$ cat src/rtl/pop_counter.sv
// Per-channel delivered-word counters for output FIFOs 4..7, with a
// req/idx readback port and an idle/active status FSM.
module pop_counter #(
  parameter int CNT_W = 5,
  parameter int NCH   = 4
) (
  input  logic             clk,
  input  logic             reset,
  input  logic             init,
  input  logic             pop4,
  input  logic             pop5,
  input  logic             pop6,
  input  logic             pop7,
  input  logic             empty4,
  input  logic             empty5,
  input  logic             empty6,
  input  logic             empty7,
  input  logic             req,
  input  logic [1:0]       idx,
  output logic [CNT_W-1:0] counter_out,
  output logic             counter_valid,
  output logic             idle_out,
  output logic [1:0]       state_out
);

  typedef enum logic [1:0] {
    ST_RESET  = 2'b00,
    ST_INIT   = 2'b01,
    ST_IDLE   = 2'b10,
    ST_ACTIVE = 2'b11
  } state_t;

  state_t           state_reg, state_next;
  logic             idle_reg;
  logic [CNT_W-1:0] out_reg;
  logic             valid_reg;
  logic [CNT_W-1:0] count_reg [NCH];
  logic [NCH-1:0]   pop;
  logic [NCH-1:0]   empty;
  logic             run;

  assign pop   = {pop7, pop6, pop5, pop4};
  assign empty = {empty7, empty6, empty5, empty4};

  // Counting and reads happen only in IDLE/ACTIVE with init low; an init
  // sampled high in those states clears everything at that same edge.
  assign run = ((state_reg == ST_IDLE) || (state_reg == ST_ACTIVE)) && !init;

  always_comb begin
    state_next = state_reg;
    case (state_reg)
      ST_RESET:  state_next = ST_INIT;
      ST_INIT:   if (!init) state_next = ST_IDLE;
      ST_IDLE: begin
        if (init)        state_next = ST_INIT;
        else if (!(&empty)) state_next = ST_ACTIVE;
      end
      ST_ACTIVE: begin
        if (init)        state_next = ST_INIT;
        else if (&empty) state_next = ST_IDLE;
      end
      default:   state_next = ST_RESET;
    endcase
  end

  always_ff @(posedge clk) begin
    if (!reset) begin
      state_reg <= ST_RESET;
      idle_reg  <= 1'b0;
    end else begin
      state_reg <= state_next;
      idle_reg  <= (state_next == ST_IDLE);
    end
  end

  for (genvar gi = 0; gi < NCH; gi++) begin : g_cnt
    always_ff @(posedge clk) begin
      if (!reset || !run) begin
        count_reg[gi] <= '0;
      end else if (pop[gi] && !empty[gi]) begin
        count_reg[gi] <= count_reg[gi] + 1'b1;
      end
    end
  end

  // Read captures the pre-increment value since count_reg updates at the same edge.
  always_ff @(posedge clk) begin
    if (!reset || !run || !req) begin
      out_reg   <= '0;
      valid_reg <= 1'b0;
    end else begin
      out_reg   <= count_reg[idx];
      valid_reg <= 1'b1;
    end
  end

  assign counter_out   = out_reg;
  assign counter_valid = valid_reg;
  assign idle_out      = idle_reg;
  assign state_out     = state_reg;

endmodule

$ cat config.mk
export PLATFORM = sky130hd
export DESIGN_NAME = pop_counter
export DESIGN_NICKNAME = d
export VERILOG_FILES = /design/src/rtl/pop_counter.sv
export SDC_FILE = /design/constraint.sdc
export NUM_CORES = 1
export LEC_CHECK = 0
export BUFFER_PORTS_ARGS = -buffer_cell sky130_fd_sc_hd__buf_2
export CAP_MARGIN = 10
export CORE_MARGIN = 2
export CORE_UTILIZATION = 26
export CTS_CLUSTER_DIAMETER = 30
export DETAILED_ROUTE_END_ITERATION = 8
export PLACE_DENSITY_LB_ADDON = 0.3
export SLEW_MARGIN = 20
export SYNTH_ARGS = -nofsm -noshare
export SYNTH_HDL_FRONTEND = slang
export SYNTH_SLANG_ARGS = --single-unit
$ cat constraint.sdc
create_clock -name clk -period 1.55 [get_ports clk]
set_input_delay 0.31 -clock clk [delete_from_list [all_inputs] [get_ports clk]]
set_output_delay 0.31 -clock clk [all_outputs]
set_load 0.005 [all_outputs]
## Word-level counts from Yosys, hierarchy flattened

Memory sizes are Yosys's and may differ from the RTL's. A register that Yosys moved wholly into a read port is not among the register bits.
Index checks and enable logic that the tools add are counted.

| storage, ports and cells | value |
|---|---|
| input bits | 14 |
| bits in latches | 0 |
| output and inout bits | 9 |
| memory bits (read-only) | 0 |
| word-level logic and storage cells | 59 |
| bits in writable memories | 20 |
| memories kept | 1 |
| register bits | 4 |

| cells by class | value |
|---|---|
| bitwise gates (word level) | 4 |
| divide/modulo/power cells | 0 |
| muxes and demuxes | 25 |
| reductions and logical operators | 18 |
| shifts and indexed selects | 0 |
| add/subtract/negate cells | 4 |
| equality and inequality tests | 4 |
| magnitude comparators | 0 |
| $mul | 0 |

Memory list:

| name | words | bits a word | read ports | clocked after memory_dff | write ports | RTL line | RTL |
|---|---|---|---|---|---|---|---|
| count_reg | 4 | 5 | 5 | 1 | 4 | 37 | `logic [CNT_W-1:0] count_reg [NCH];` |

Operator list:

| operator | count |
|---|---|
| $add A5 B1 Y5 const B | 4 |
| $mux W5 | 4 |
| $mux W1 | 15 |
| $mux W2 | 5 |
| $logic_not A1 Y1 | 8 |
| $pmux W2 S4 | 1 |
| $eq A2 B2 Y1 const B | 3 |
| $logic_and A1 B1 Y1 | 5 |
| $or A1 B1 Y1 | 4 |
| $reduce_and A4 Y1 | 1 |
| $logic_or A1 B1 Y1 | 3 |
| $eq A2 B1 Y1 const B | 1 |
| $logic_not A2 Y1 | 1 |

## Depth between registers and ports, before layout

| depth | value |
|---|---|
| depth after elaboration | 8 |
| mapped depth | 4 |
| gate-level depth less buffers | 4 |

## Least setup slack after synthesis

OpenSTA, ideal clock, no wires.

| path | value |
|---|---|
| path kind | register -> register |
| from | register state_reg[1], in the netlist state_out[1] |
| to | memory count_reg[0][0], enable pin |
| data required time | 1.236 ns |
| cell stages (with the launch flop) | 4 |
| period minus slack after synthesis | 1.357 ns |
| setup time | 0.314 ns |
| arrival | 1.044 ns |
| buffers on the path | 1 |
| path slack | 0.193 ns |
| cell sequence | dfxtp_1 > and3b_1 > clkbuf_1 > o21ai_0 |

RTL lines:

| item | RTL line | RTL |
|---|---|---|
| start, declared | 33 | `state_t state_reg, state_next;` |
| start signal, assigned | 71 | `state_reg <= state_next;` |
| end, declared | 37 |  |

==> impl_metrics.tcl <==
set metrics [dict create \
    drt_pass1_iterations 3 \
    start_util_pct 26.6 \
    max_slew.worst_pin.slew_ns 0.698 \
    final_cell_area_um2 1620 \
    drt-initial-drc-count 21 \
    vias_per_cell 4.20 \
    synthTopCellsByArea "edfxtp_1 44%, dfxtp_1 13%, mux4_2 8.3%, nor2_1 5.6%, xor2_1 5.2%" \
    num-nets-final 156 \
    netlist_top_cells_count "20 x edfxtp_1, 20 x nor2_1, 10 x inv_1" \
    netlist_area_um2 1350 \
    synth_edf_count 20 \
    synth-seq-cells 29 \
    grt-ovfl-total 0 \
    worst_setup_path_end_kind "register" \
    grt_pass1_vias 936 \
    fin_crit_sh_pct 88.4 \
    routed_wl_mm 2.58 \
    port_buffers 22 \
    wire_per_inst_um 12.3 \
    dp_hpwl_mm 2.10 \
    setup_viol 0 \
    max_freq_mhz 730 \
    fp.dieH_um 76.1 \
    worstSetupPathType "reg -> reg" \
    synthCells 110 \
    area_delta_synth_final_pct 20.1 \
    worst_ep_required_time_ns 1.49 \
    diodes 0 \
    final-hold-violation-count 0 \
    pin_count 23 \
    crit_slowest_cell "dfxtp_1" \
    slowest_delay_ns 0.38 \
    ys_seq_area_share_pct 57.8 \
    grt_antenna_before_repair 0 \
    hp-class "in -> reg" \
    die_x_um 76.1 \
    fp-row-count 26 \
    coreArea_um2 5070 \
    rsz0062_at_grt "false" \
    fp.dieArea_um2 5790 \
    pwr_density_cell_nw_per_um2 918 \
    ir_worst_vdd_mv 0.458 \
    gp_congestion 0.699 \
    fin_setup_tns_ns 0 \
    yosysWarnings 0 \
    ant_nets 0 \
    synth_ff_type "edfxtp_1" \
    slew_viol_final 0 \
    synth_cell_types 20 \
    grt_pass1_wl_mm 4.29 \
    clockRootBuffer "clkbuf_8" \
    cap_violations 0 \
    drcViolationCount 0 \
    finClkSkew_ns 0.00502 \
    yosysTopAreaCell "edfxtp_1" \
    crit_fanout 8 \
    cts-hold-fix-buffers 0 \
    clk_path_buf_depth 2 \
    grt_max_degree 10 \
    n_fill_cell 540 \
    crit_chain "and3b_1, o21ai_0" \
    dpl_cell_area_um2 1540 \
    p_leak_uw 0.000690 \
    min_period_ns 1.37 \
    cts_tree "built" \
    slew_headroom_pct 53.0 \
    syn_avg_cell_area_um2 12.3 \
    cp.arrival_ns 1.31 \
    clk_pin_slew_worst_paths_ns 0.06 \
    largest_reg_flops 20 \
    cts-resized-gates 0 \
    grtUsageTotal_pct 9.67 \
    syn_nets 128 \
    yosysTopAreaCellShare_pct 44.4 \
    outcome "completed" \
    clock-sinks 29 \
    start_kind "register" \
    drive_gt1_share_pct 24.5 \
    async_flop_share_pct 0 \
    htreeDepth 2 \
    vias 877 \
    cts_buffers 5 \
    clk_latency_ns 0.28 \
    postCtsSetupRepairBufs 0 \
]
worst max-delay path, delay by kind of cell (launching register included):
| kind | cells | cell delay (ns) |
|---|---|---|
| flip-flops | 1 | 0.38 |
| AO/OA/AOI/OAI | 1 | 0.33 |
| AND/OR/NAND/NOR | 1 | 0.33 |
through the flow:
| stage | power (uW) | setup slack (ns) | cells | hold slack (ns) | utilization, % |
|---|---|---|---|---|---|
| 2_1_floorplan | 894 | 0.193 | 110 | 0.432 | - |
| 3_3_place_gp | 928 | 0.123 | 201 | 0.508 | 30.4 |
| 3_5_place_dp | 930 | 0.0839 | 201 | 0.529 | 30.4 |
| 4_1_cts | 1510 | 0.166 | 209 | 0.271 | 32.0 |
| 5_1_grt | 1570 | 0.0566 | 209 | 0.281 | 32.0 |
| 6_report | 1490 | 0.181 | 209 | 0.282 | 32.0 |
cell usage in the layout, fill, tap and decap left out, drive strengths merged:
| cell | n |
|---|---|
| a21boi | 1 |
| and2 | 1 |
| and3 | 5 |
| and3b | 1 |
| buf | 23 |
| clkbuf | 5 |
| clkinv | 3 |
| dfxtp | 9 |
| edfxtp | 20 |
| ha | 4 |
| inv | 10 |
| mux4 | 5 |
| nand3 | 9 |
| nand3b | 4 |
| nand4 | 1 |
| nor2 | 20 |
| o211a | 1 |
| o21ai | 4 |
| o311a | 1 |
| xnor2 | 4 |
| xor2 | 8 |
worst paths after layout:
kind	slack, ns	end	cells past startpoint	from
worst max-delay path	0.18	count_reg[0][2]	2	state_out[1]
worst min-delay path	0.28	state_out[0]	2	reset
worst max register to register	0.18	count_reg[0][2]	2	state_out[1]
worst min register to register	0.54	state_out[1]	1	state_out[0]
power by group:
group	internal (uW)	total (uW)	switching [uW]	leakage [uW]
clock network	301	578	277	0.0000430
registers	834	846	12.2	0.000317
logic	34.8	66.8	32.0	0.000329
cell families (layout without fill, tap and decap cells):
kind of cell               after synthesis  in the layout  synth area share (%)
xor gates and xnor gates                12             12                  7.78
and+or+nand+nor                         41             41                  15.0
AOI/OAI and AO/OA                        7              7                  3.52
buffers and inverters                   12             41                  3.89
muxes                                    5              5                  8.33
DFF                                     29             29                  57.8
adders and majority gates                4              4                  3.70
final cells by class:
| cell class | count | area, um2 | area share [%] |
|---|---|---|---|
| sequential | 29 | 781 | 48.1 |
| tap | 70 | 87.6 | 5.40 |
| timing repair buffer | 23 | 118 | 7.25 |
| multi-input combinational | 69 | 518 | 31.9 |
| clock buffer | 5 | 68.8 | 4.24 |
| clock inverter | 3 | 12.5 | 0.771 |
| inverter | 10 | 37.5 | 2.31 |
routing by layer:
layer,routed length (um),vias to the layer above,part of all wire [%],track usage [%]
li1,-,444,-,-
met1,1170,403,45,10.6
met2,1190,26,46,16.3
met3,180,4,7.0,4.62
met4,36,0,1.4,3.82
met5,0,-,0,0
(Power assumes the default switching activity.)
